**config.mk**
```make
export PLATFORM = sky130hd
export DESIGN_NAME = dcpu16_opf
export DESIGN_NICKNAME = d
export VERILOG_FILES = /design/src/rtl/dcpu16_pkg.sv /design/src/rtl/dcpu16_opdec.sv /design/src/rtl/dcpu16_opf.sv
export SDC_FILE = /design/constraint.sdc
export NUM_CORES = 1
export LEC_CHECK = 0
export BUFFER_PORTS_ARGS = -buffer_cell sky130_fd_sc_hd__buf_4
export CAP_MARGIN = 5
export CORE_ASPECT_RATIO = 1.5
export CORE_MARGIN = 4
export CORE_UTILIZATION = 50
export DETAILED_ROUTE_END_ITERATION = 8
export PLACE_DENSITY = 0.77
export SETUP_SLACK_MARGIN = 0.3
export SKIP_CTS_REPAIR_TIMING = 1
export SLEW_MARGIN = 20
export SYNTH_ARGS = -nofsm -noshare
export SYNTH_HDL_FRONTEND = slang
export SYNTH_SLANG_ARGS = --single-unit
```
**constraint.sdc**
```tcl
create_clock -name clk -period 3.56 [get_ports clk]
set_input_delay 0.178 -clock clk [delete_from_list [all_inputs] [get_ports clk]]
set_output_delay 0.178 -clock clk [all_outputs]
set_load 0.05 [all_outputs]
```
**src/rtl/dcpu16_pkg.sv**
```systemverilog
// Shared definitions for the DCPU-16 operand-fetch stage.
//   state_t   : sequencing FSM states (exported on dbg_state)
//   opmode_t  : operand addressing-mode classes from the 6-bit field decoder
//   spdelta_t : stack-pointer side effect of an operand
//   AMOD_*    : destination-kind codes driven on amod
//   EA_*      : ea values used with AMOD_SPC to pick SP/PC/O
package dcpu16_pkg;

   typedef enum logic [2:0] {
      ST_FETCH,
      ST_OPA,
      ST_NWA,
      ST_LDA,
      ST_OPB,
      ST_NWB,
      ST_LDB,
      ST_EXE
   } state_t;

   typedef enum logic [3:0] {
      OP_REG,   // 0x00-0x07  register
      OP_IND,   // 0x08-0x0f  [register]
      OP_IDX,   // 0x10-0x17  [next word + register]
      OP_POP,   // 0x18       [SP++]
      OP_PEEK,  // 0x19       [SP]
      OP_PUSH,  // 0x1a       [--SP]
      OP_SP,    // 0x1b       SP
      OP_PC,    // 0x1c       PC
      OP_O,     // 0x1d       O
      OP_NWI,   // 0x1e       [next word]
      OP_NWL,   // 0x1f       next word literal
      OP_LIT    // 0x20-0x3f  short literal
   } opmode_t;

   typedef enum logic [1:0] {
      SPD_NONE,
      SPD_INC,
      SPD_DEC
   } spdelta_t;

   localparam logic [1:0] AMOD_REG = 2'd0;
   localparam logic [1:0] AMOD_MEM = 2'd1;
   localparam logic [1:0] AMOD_LIT = 2'd2;
   localparam logic [1:0] AMOD_SPC = 2'd3;

   localparam logic [15:0] EA_SP = 16'd0;
   localparam logic [15:0] EA_PC = 16'd1;
   localparam logic [15:0] EA_O  = 16'd2;

endpackage

```
**src/rtl/dcpu16_opdec.sv**
```systemverilog
// Combinational decoder for one 6-bit DCPU-16 operand field.
//   fld      : operand field (a or b)
//   mode     : addressing-mode class
//   needs_nw : operand consumes a next word at PC
//   needs_ld : operand value comes from a memory read at a pointer
//   sp_delta : SP side effect applied when the field is decoded
module dcpu16_opdec
   import dcpu16_pkg::*;
(
   input  logic [5:0] fld,
   output opmode_t    mode,
   output logic       needs_nw,
   output logic       needs_ld,
   output spdelta_t   sp_delta
);

   always_comb begin
      mode     = OP_LIT;
      needs_nw = 1'b0;
      needs_ld = 1'b0;
      sp_delta = SPD_NONE;
      if (!fld[5]) begin
         unique case (fld[4:3])
            2'b00: mode = OP_REG;
            2'b01: begin
               mode     = OP_IND;
               needs_ld = 1'b1;
            end
            2'b10: begin
               mode     = OP_IDX;
               needs_nw = 1'b1;
               needs_ld = 1'b1;
            end
            default: begin
               unique case (fld[2:0])
                  3'd0: begin
                     mode     = OP_POP;
                     needs_ld = 1'b1;
                     sp_delta = SPD_INC;
                  end
                  3'd1: begin
                     mode     = OP_PEEK;
                     needs_ld = 1'b1;
                  end
                  3'd2: begin
                     mode     = OP_PUSH;
                     needs_ld = 1'b1;
                     sp_delta = SPD_DEC;
                  end
                  3'd3: mode = OP_SP;
                  3'd4: mode = OP_PC;
                  3'd5: mode = OP_O;
                  3'd6: begin
                     mode     = OP_NWI;
                     needs_nw = 1'b1;
                     needs_ld = 1'b1;
                  end
                  default: begin
                     mode     = OP_NWL;
                     needs_nw = 1'b1;
                  end
               endcase
            end
         endcase
      end
   end

endmodule

```
**src/rtl/dcpu16_opf.sv**
```systemverilog
// DCPU-16 operand-fetch and sequencing stage, upstream of the ALU.
// Fetches the instruction at PC, resolves operand a then operand b (next
// words, memory indirection, stack push/pop), then strobes the ALU.
//   clk, rst            : clock, synchronous active-high reset
//   ab_adr/ab_stb       : bus read request, held stable until ab_ack
//   ab_ack/ab_dti       : bus acknowledge and read data (same cycle)
//   rra/rrd             : register-file read index / combinational data
//   regO_i              : current O register
//   skp                 : skip the instruction currently in EXE
//   pcw/pcd, spw/spd    : PC / SP writes from writeback (win over internal updates)
//   opc, regA, regB     : opcode and operand values to the ALU
//   ena                 : one-cycle execute strobe
//   ea, amod            : destination of operand a and its kind
//   nbi                 : one-cycle pulse, non-basic instruction ignored
//   pc, sp              : current PC and SP
//   dbg_state           : current FSM state
//
// Bus handshake: a read is outstanding in every cycle ab_stb is high;
// ab_adr does not change while ab_stb is high and ab_ack is low, and the
// transfer completes in the cycle where ab_stb and ab_ack are both high.
module dcpu16_opf
   import dcpu16_pkg::*;
#(
   parameter logic [15:0] RST_PC = 16'h0000,
   parameter logic [15:0] RST_SP = 16'h0000
) (
   input  logic        clk,
   input  logic        rst,
   output logic [15:0] ab_adr,
   output logic        ab_stb,
   input  logic        ab_ack,
   input  logic [15:0] ab_dti,
   output logic [2:0]  rra,
   input  logic [15:0] rrd,
   input  logic [15:0] regO_i,
   input  logic        skp,
   input  logic        pcw,
   input  logic [15:0] pcd,
   input  logic        spw,
   input  logic [15:0] spd,
   output logic [3:0]  opc,
   output logic [15:0] regA,
   output logic [15:0] regB,
   output logic        ena,
   output logic [15:0] ea,
   output logic [1:0]  amod,
   output logic        nbi,
   output logic [15:0] pc,
   output logic [15:0] sp,
   output state_t      dbg_state
);

   state_t      state;
   logic [15:0] ir;
   logic [15:0] ptr;

   logic        is_b;
   logic [5:0]  fld;
   opmode_t     mode;
   logic        needs_nw;
   logic        needs_ld;
   spdelta_t    sp_delta;
   logic [15:0] imm_val;
   logic [15:0] nw_ptr;

   // All per-operand states of b share the single decoder with a.
   assign is_b = (state == ST_OPB) || (state == ST_NWB) || (state == ST_LDB);
   assign fld  = is_b ? ir[15:10] : ir[9:4];

   dcpu16_opdec u_opdec (
      .fld      (fld),
      .mode     (mode),
      .needs_nw (needs_nw),
      .needs_ld (needs_ld),
      .sp_delta (sp_delta)
   );

   // Operand values that resolve in the decode cycle itself.
   always_comb begin
      imm_val = 16'h0000;
      unique case (mode)
         OP_REG:  imm_val = rrd;
         OP_SP:   imm_val = sp;
         OP_PC:   imm_val = pc;
         OP_O:    imm_val = regO_i;
         OP_LIT:  imm_val = {11'b0, fld[4:0]};
         default: imm_val = 16'h0000;
      endcase
   end

   // [nw+reg] adds the register captured at decode; [nw] uses nw alone.
   assign nw_ptr = (mode == OP_IDX) ? (ab_dti + ptr) : ab_dti;

   assign ab_stb = !rst && ((state == ST_FETCH) || (state == ST_NWA) || (state == ST_NWB) ||
                            (state == ST_LDA) || (state == ST_LDB));
   assign ab_adr = ((state == ST_LDA) || (state == ST_LDB)) ? ptr : pc;
   assign rra    = (!rst && ((state == ST_OPA) || (state == ST_OPB))) ? fld[2:0] : 3'd0;

   // skp is only meaningful in the EXE cycle, so the strobes are decoded
   // from the registered state rather than registered themselves.
   assign ena = !rst && (state == ST_EXE) && (opc != 4'd0) && !skp;
   assign nbi = !rst && (state == ST_EXE) && (opc == 4'd0);

   assign dbg_state = state;

   always_ff @(posedge clk) begin
      if (rst) begin
         state <= ST_FETCH;
         pc    <= RST_PC;
         sp    <= RST_SP;
         ir    <= 16'h0000;
         ptr   <= 16'h0000;
         opc   <= 4'd0;
         regA  <= 16'h0000;
         regB  <= 16'h0000;
         ea    <= 16'h0000;
         amod  <= AMOD_REG;
      end else begin
         unique case (state)
            ST_FETCH: begin
               if (ab_ack) begin
                  ir    <= ab_dti;
                  opc   <= ab_dti[3:0];
                  pc    <= pc + 16'd1;
                  state <= ST_OPA;
               end
            end

            ST_OPA, ST_OPB: begin
               unique case (mode)
                  OP_IND, OP_IDX:  ptr <= rrd;
                  OP_POP, OP_PEEK: ptr <= sp;
                  OP_PUSH:         ptr <= sp - 16'd1;
                  default:         ;
               endcase

               unique case (sp_delta)
                  SPD_INC: sp <= sp + 16'd1;
                  SPD_DEC: sp <= sp - 16'd1;
                  default: ;
               endcase

               // Destination of a; [nw+reg] and [nw] finish ea in NWA.
               if (!is_b) begin
                  unique case (mode)
                     OP_REG: begin
                        amod <= AMOD_REG;
                        ea   <= {13'b0, fld[2:0]};
                     end
                     OP_IND: begin
                        amod <= AMOD_MEM;
                        ea   <= rrd;
                     end
                     OP_POP, OP_PEEK: begin
                        amod <= AMOD_MEM;
                        ea   <= sp;
                     end
                     OP_PUSH: begin
                        amod <= AMOD_MEM;
                        ea   <= sp - 16'd1;
                     end
                     OP_IDX, OP_NWI: amod <= AMOD_MEM;
                     OP_SP: begin
                        amod <= AMOD_SPC;
                        ea   <= EA_SP;
                     end
                     OP_PC: begin
                        amod <= AMOD_SPC;
                        ea   <= EA_PC;
                     end
                     OP_O: begin
                        amod <= AMOD_SPC;
                        ea   <= EA_O;
                     end
                     default: begin
                        amod <= AMOD_LIT;
                        ea   <= 16'h0000;
                     end
                  endcase
               end

               if (needs_nw) begin
                  state <= is_b ? ST_NWB : ST_NWA;
               end else if (needs_ld) begin
                  state <= is_b ? ST_LDB : ST_LDA;
               end else begin
                  if (is_b) regB <= imm_val;
                  else      regA <= imm_val;
                  state <= is_b ? ST_EXE : ST_OPB;
               end
            end

            ST_NWA, ST_NWB: begin
               if (ab_ack) begin
                  pc <= pc + 16'd1;
                  if (needs_ld) begin
                     ptr <= nw_ptr;
                     if (!is_b) ea <= nw_ptr;
                     state <= is_b ? ST_LDB : ST_LDA;
                  end else begin
                     if (is_b) regB <= ab_dti;
                     else      regA <= ab_dti;
                     state <= is_b ? ST_EXE : ST_OPB;
                  end
               end
            end

            ST_LDA: begin
               if (ab_ack) begin
                  regA  <= ab_dti;
                  state <= ST_OPB;
               end
            end

            ST_LDB: begin
               if (ab_ack) begin
                  regB  <= ab_dti;
                  state <= ST_EXE;
               end
            end

            default: state <= ST_FETCH;  // ST_EXE
         endcase

         // Writeback updates override any same-cycle increment/decrement.
         if (pcw) pc <= pcd;
         if (spw) sp <= spd;
      end
   end

endmodule

```
# Word-level counts from Yosys, hierarchy flattened
# Index checks and enable logic that the tools add are counted.
dict set report word_totals {
  ff_bits 121
  out_inout_bits 111
  wordCells 166
}
dict set report op_classes {
  add_sub_neg 4
  eq_ne 41
  mux 59
  bitwise 1
  n_reduce_logical 51
}
# operator n
set op_table {}
lappend op_table {{$mux 16} 26}
lappend op_table {{$pmux 16 s3} 3}
lappend op_table {{$pmux 16 s7} 1}
lappend op_table {{$pmux 16 s2} 3}
lappend op_table {{$pmux 16 s5} 1}
lappend op_table {{$add 16x1->16 const B} 2}
lappend op_table {{$pmux 4 s7} 1}
lappend op_table {{$mux 3} 9}
lappend op_table {{$ne 2x2->1 const B} 13}
lappend op_table {{$eq 3x3->1 const B} 7}
lappend op_table {{$add 16x16->16} 1}
lappend op_table {{$eq 4x3->1 const B} 4}
lappend op_table {{$reduce_and 8->1} 2}
lappend op_table {{$sub 16x1->16 const B} 1}
lappend op_table {{$pmux 3 s5} 1}
lappend op_table {{$reduce_or 2->1} 7}
lappend op_table {{$eq 3x2->1 const B} 4}
lappend op_table {{$eq 4x4->1 const B} 3}
lappend op_table {{$pmux 4 s3} 1}
lappend op_table {{$reduce_or 6->1} 2}
lappend op_table {{$reduce_bool 3->1} 3}
lappend op_table {{$reduce_or 3->1} 3}
lappend op_table {{$eq 4x2->1 const B} 2}
lappend op_table {{$logic_not 4->1} 2}
lappend op_table {{24 further kinds} 54}

# Logic depth before layout (Yosys ltp)
dict set report logic_depth {
  ltp_word 14
  depth_mapped 17
}

# Hierarchy
# A second synthesis with hierarchy kept.
dict set report hier_totals {
  cells_unflattened 1160
  hier_area_um2 8622.0
}
# module instances cells_each area_per_inst_um2 seq_area_each_um2
set modules_own_cells {}
lappend modules_own_cells {dcpu16_opf 1 1132 8393.0 2342.2}
lappend modules_own_cells {dcpu16_opdec 1 28 229.0 0.0}

# Worst setup path before layout
# Ideal clock, no wire load.
dict set report synth_timing {
  path_type {register to register}
  startpoint {register state[2] (netlist: dbg_state[2])}
  endpoint {register ptr[1]}
  t_arrival_ps 3963
  required_time_ps 3490
  setup_slack_ps -474
  stages_incl_launch_ff 17
  n_path_buf 2
  path_cell_list {dfxtp_1 > a21boi_4 > inv_6 > nand2_1 > and2_1 > inv_1 > ha_1 > nor3_1 > o221ai_1 > o2111ai_4 > nor3_4 > or4_1 > a32oi_2 > buf_6 > buf_2 > nand2_1 > a21oi_1}
}
dict set report synth_between {
  elab_chain_len 13
}
# element line
set synth_rtl {}
lappend synth_rtl {{start, declared} dcpu16_opf.sv:53} ;# state_t state;
lappend synth_rtl {{start signal, assigned} dcpu16_opf.sv:183} ;# state <= is_b ? ST_NWB : ST_NWA;
lappend synth_rtl {{start signal, assigned} dcpu16_opf.sv:185} ;# state <= is_b ? ST_LDB : ST_LDA;
lappend synth_rtl {{start signal, assigned} dcpu16_opf.sv:189} ;# state <= is_b ? ST_EXE : ST_OPB;
lappend synth_rtl {{$eq 3x3->1} {dcpu16_opf.sv:67, dcpu16_opf.sv:119}}
lappend synth_rtl {{$logic_or 1x1->1 (2 in a row)} dcpu16_opf.sv:67} ;# assign is_b = (state == ST_OPB) || (state == ST_NWB) || (state == ST_LDB);
lappend synth_rtl {{$mux 6} dcpu16_opf.sv:68} ;# assign fld = is_b ? ir[15:10] : ir[9:4];
lappend synth_rtl {{$eq 3x3->1 (tied with other cells)} dcpu16_opdec.sv:35} ;# unique case (fld[2:0])
lappend synth_rtl {{$pmux 4 s7} dcpu16_opdec.sv:35}
lappend synth_rtl {{$pmux 4 s3} dcpu16_opdec.sv:23} ;# unique case (fld[4:3])
lappend synth_rtl {{$mux 4} dcpu16_opdec.sv:22} ;# if (!fld[5]) begin
lappend synth_rtl {{$eq 4x2->1} {dcpu16_opf.sv:92, dcpu16_opf.sv:130}}
lappend synth_rtl {{$mux 16} dcpu16_opf.sv:92} ;# assign nw_ptr = (mode == OP_IDX) ? (ab_dti + ptr) : ab_dti;
lappend synth_rtl {{$mux 16} dcpu16_opf.sv:196} ;# if (needs_ld) begin
lappend synth_rtl {{$mux 16} dcpu16_opf.sv:194} ;# if (ab_ack) begin
lappend synth_rtl {{$pmux 16 s2} dcpu16_opf.sv:119} ;# unique case (state)
lappend synth_rtl {{end signal, assigned} dcpu16_opf.sv:131} ;# OP_IND, OP_IDX: ptr <= rrd;
lappend synth_rtl {{end signal, assigned} dcpu16_opf.sv:132} ;# OP_POP, OP_PEEK: ptr <= sp;
lappend synth_rtl {{end signal, assigned} dcpu16_opf.sv:197} ;# ptr <= nw_ptr;
lappend synth_rtl {{end, declared} dcpu16_opf.sv:55} ;# logic [15:0] ptr;
# Parallel ways exist; a longest one is shown, timed or not. The select of a mux whose other input is x is not followed.
# A chain may end at the register's enable or synchronous reset.

# Final worst setup path
dict set report layout_timing {
  startpoint {register state[2] (netlist: dbg_state[2])}
  endpoint {register ptr[3]}
}
# The elaborated chain is that of the path after synthesis.

==> results.toml <==
[status]
result_of_the_run = "finished with violations"
failing_checks = "negative hold slack"

[route]
detail_route.iter0.violations = 1560
antenna_left = 0
post_drt_wl_per_cell_um = 24.35
wl_um = 39130
route.detailed.vias_per_inst = 6.553
detail_route.drc_violations = 0
vias_post_dr = 10530
detailedRoute.firstPassIterationCount = 7

[cts]
cts_inserted_buffers = 17
cts_num_sinks = 117
clkSlewWorstSetupHoldPaths_ns = 0.06
tritoncts = "done"
htree_levels = 4
cts_max_path_buffers = 2
root_buffer = "sky130_fd_sc_hd__clkbuf_16"
insertion_delay_ns = 0.43

[sta]
finalCritPeriodShare_pct = 95.29
finalSetupTns_ns = 0
finalSetupViolCount = 0
maxClockFrequency_mhz = 294.8
finalHoldWorstSlack_ns = -0.02058
slew-limit-headroom_pct = 31.08
finClkSkew_ns = 0.01410
finalHoldViolCount = 16
maxSlewViolCount = 0
worstMarginPinSlew_ns = 1.031
period_minus_slack_ns = 3.392
grt_setup_unrepaired = "true"

[die]
chipWidth_um = 115.0
chipHeight_um = 168.5
initial_core_util_pct = 51.00
boundaryPins = 197
rows = 58
die_area_sq_um = 19380
core_region_area_sq_um = 16840

[logic_synthesis]
ys_seq_area_share_pct = 27.28
most_area_consuming_cells_after_synthesis = "sky130_fd_sc_hd__dfxtp_1 27%, sky130_fd_sc_hd__a21oi_1 8.1%, sky130_fd_sc_hd__nand2_1 7.4%"
synthesized_flop_and_latch_total = 117
synth.most_common_cell = "sky130_fd_sc_hd__nand2_1"
synthesis.yosys.warnings = 0
syn_area_sq_um = 8586
post_synth.cell_area_avg_sq_um = 7.427
prevailing_post_synth_register_cell = "sky130_fd_sc_hd__dfxtp_1"
post_syn_instances = 1156
mappedNetlistNets = 1271
synth_top_area_share_pct = 27.28
synth_top_area_cell = "sky130_fd_sc_hd__dfxtp_1"
asyncSetResetFlopFracSynth_pct = 0
number_of_enable_flip_flop_cells_after_synthesis = 0
synth_cell_type_count = 82
synth_common_cells = "170 x sky130_fd_sc_hd__nand2_1, 139 x sky130_fd_sc_hd__a21oi_1, 117 x sky130_fd_sc_hd__dfxtp_1, 89 x sky130_fd_sc_hd__nor2_1, 67 x sky130_fd_sc_hd__o21ai_0"

[critical_path]
worst_ep_arrival_time_ns = 3.71
worst_setup_sp_type = "register"
cpMostUsedCell = "sky130_fd_sc_hd__buf_12"
r2r_start = "dbg_state[2]"
criticalPathCategory = "register to register"
worst_path_largest_cell_delay_ns = 0.52
timing.critical_path.to_type = "register"
cp_endpoint = "ptr[3]"
rrSetupSlack_ns = 0.17
worstPathCellList = "a21boi_4 -> buf_6 -> mux2i_4 -> inv_2 -> ha_2 -> buf_4 -> nor2b_4 -> or3_4 -> nor3_4 -> or4_4 -> a32oi_4 -> buf_12 -> buf_12 -> a21oi_2 -> a32o_1"
timing.rr.end = "ptr[3]"
reg2reg_depth = 15
timing.critical_path.from = "dbg_state[2]"
critical_path_required_ns = 3.88
critical_path.slowest_cell = "sky130_fd_sc_hd__or4_4"
critical_path.max_fanout = 10

[place]
post-dp-hpwl_um = 29030
port_buffers = 196
place_inst = 1540
place_congestion = 1.034

[global_routing]
first_global_vias = 9724
grt_first_pass_wirelength_um = 56270
grt_start_max_net_pins = 66
overflow = 0
groute.usage.overall_pct = 38.00
grt_antenna_before_repair = 0

[power]
powerDensity_nw_per_um2 = 816.4
p_leak_nw = 4.895
ir_worst_vdd_mv = 0.6138

[layout]
filler_cell_count = 1409
final_layout_size_suffix_gt1_share_pct = 31.50
area_growth_pct = 38.39
finish.cell_count_without_fillers = 1607
nets = 1500
antenna_cells = 0

[min_path]
whs_path_depth = 3
hold_class = "primary input to register"

[job]
max-cap-violations = 0
critical path: cells and delay by family, from the launching register on:
family | cells | cell delay, ns
multiplexers | 1 | 0.23
adder cells (fa/ha/maj) | 1 | 0.20
buffers and inverters | 5 | 0.70
flip-flops | 1 | 0.34
AND/OR/NAND/NOR | 4 | 1.07
AO/OA/AOI/OAI | 4 | 0.72
worst min path at each step:
stage          slack [ns]  startpoint  endpoint
4_1_cts             -0.02      spd[4]     sp[4]
2_1_floorplan        0.31  ab_dti[14]    ir[14]
6_report            -0.02      spd[6]     sp[6]
3_5_place_dp         0.42      pcd[6]     pc[6]
3_3_place_gp         0.40     pcd[14]    pc[14]
5_1_grt             0.006      spd[1]     sp[1]
power breakdown:
part           internal [mW]  switching [mW]
sequential              1.64           0.334
combinational           2.24            3.74
clock                   1.06           0.681
total                   4.94            4.76
registers in the layout, indices dropped and copies added, names as in the netlist:
name,count
dbg_state,3
amod,2
regB,16
regA,16
ptr,16
opc,3
pc,16
sp,16
ir,13
ea,16
placed cells by master, fill, tap and decap left out, drive strengths merged, types with 13 or more instances in the layout:
master and n:
o21ai 84, inv 22, buf 290, a21oi 139, nor4 14, nand2 170, mux2i 36, a22oi 26
or3 18, nor2 89, and2 13, clkbuf 21, ha 28, nor3 42, a31oi 19, xnor2 18
mux2 19, dfxtp 117, xor2 22, nand3 23
routing by layer:
| layer | up-vias | routed length [um] | track usage [%] |
|---|---|---|---|
| li1 | 4695 | - | - |
| met1 | 4836 | 13420 | 43.53 |
| met2 | 770 | 18220 | 62.80 |
| met3 | 230 | 3691 | 6.009 |
| met4 | 0 | 3798 | 28.04 |
| met5 | - | 0 | 0 |
cells by family (layout without fill, tap and decap cells):
logic type,Yosys count,in the layout,share of synthesized area [%]
and+or+nand+nor,421,421,22.94
muxes,55,55,6.878
xor gates and xnor gates,40,40,4.080
DFF,117,117,27.28
buffers and inverters,110,349,5.698
adders and majority gates,29,29,4.314
AOI/OAI and AO/OA,384,386,28.81
area by class of cell:
type | count | area [sq um] | share of cell area, %
multi-input cells | 931 | 6210 | 52.26
repair buffers | 294 | 2366 | 19.91
flip-flops and latches | 117 | 2351 | 19.79
clock buffers | 19 | 454.2 | 3.823
well taps | 210 | 262.8 | 2.211
clock inverters | 12 | 130.1 | 1.095
inverters | 24 | 107.6 | 0.9056
through the flow:
stage / setup WS (ns) / area [sq um] / hold WS, ns / power (mW) / util [%]
6_report: 0.1678 / 11880 / -0.02058 / 9.700 / 70.57
2_1_floorplan: 0.2194 / 8697 / 0.3140 / 5.531 / -
4_1_cts: -0.02711 / 11150 / -0.02476 / 8.909 / 66.24
3_5_place_dp: -0.0004634 / 10570 / 0.4174 / 7.155 / 62.77
5_1_grt: 0.06791 / 11880 / 0.005947 / 10.09 / 70.57
3_3_place_gp: 0.01181 / 10570 / 0.4036 / 7.119 / 62.77
(Power assumes the default switching activity.)
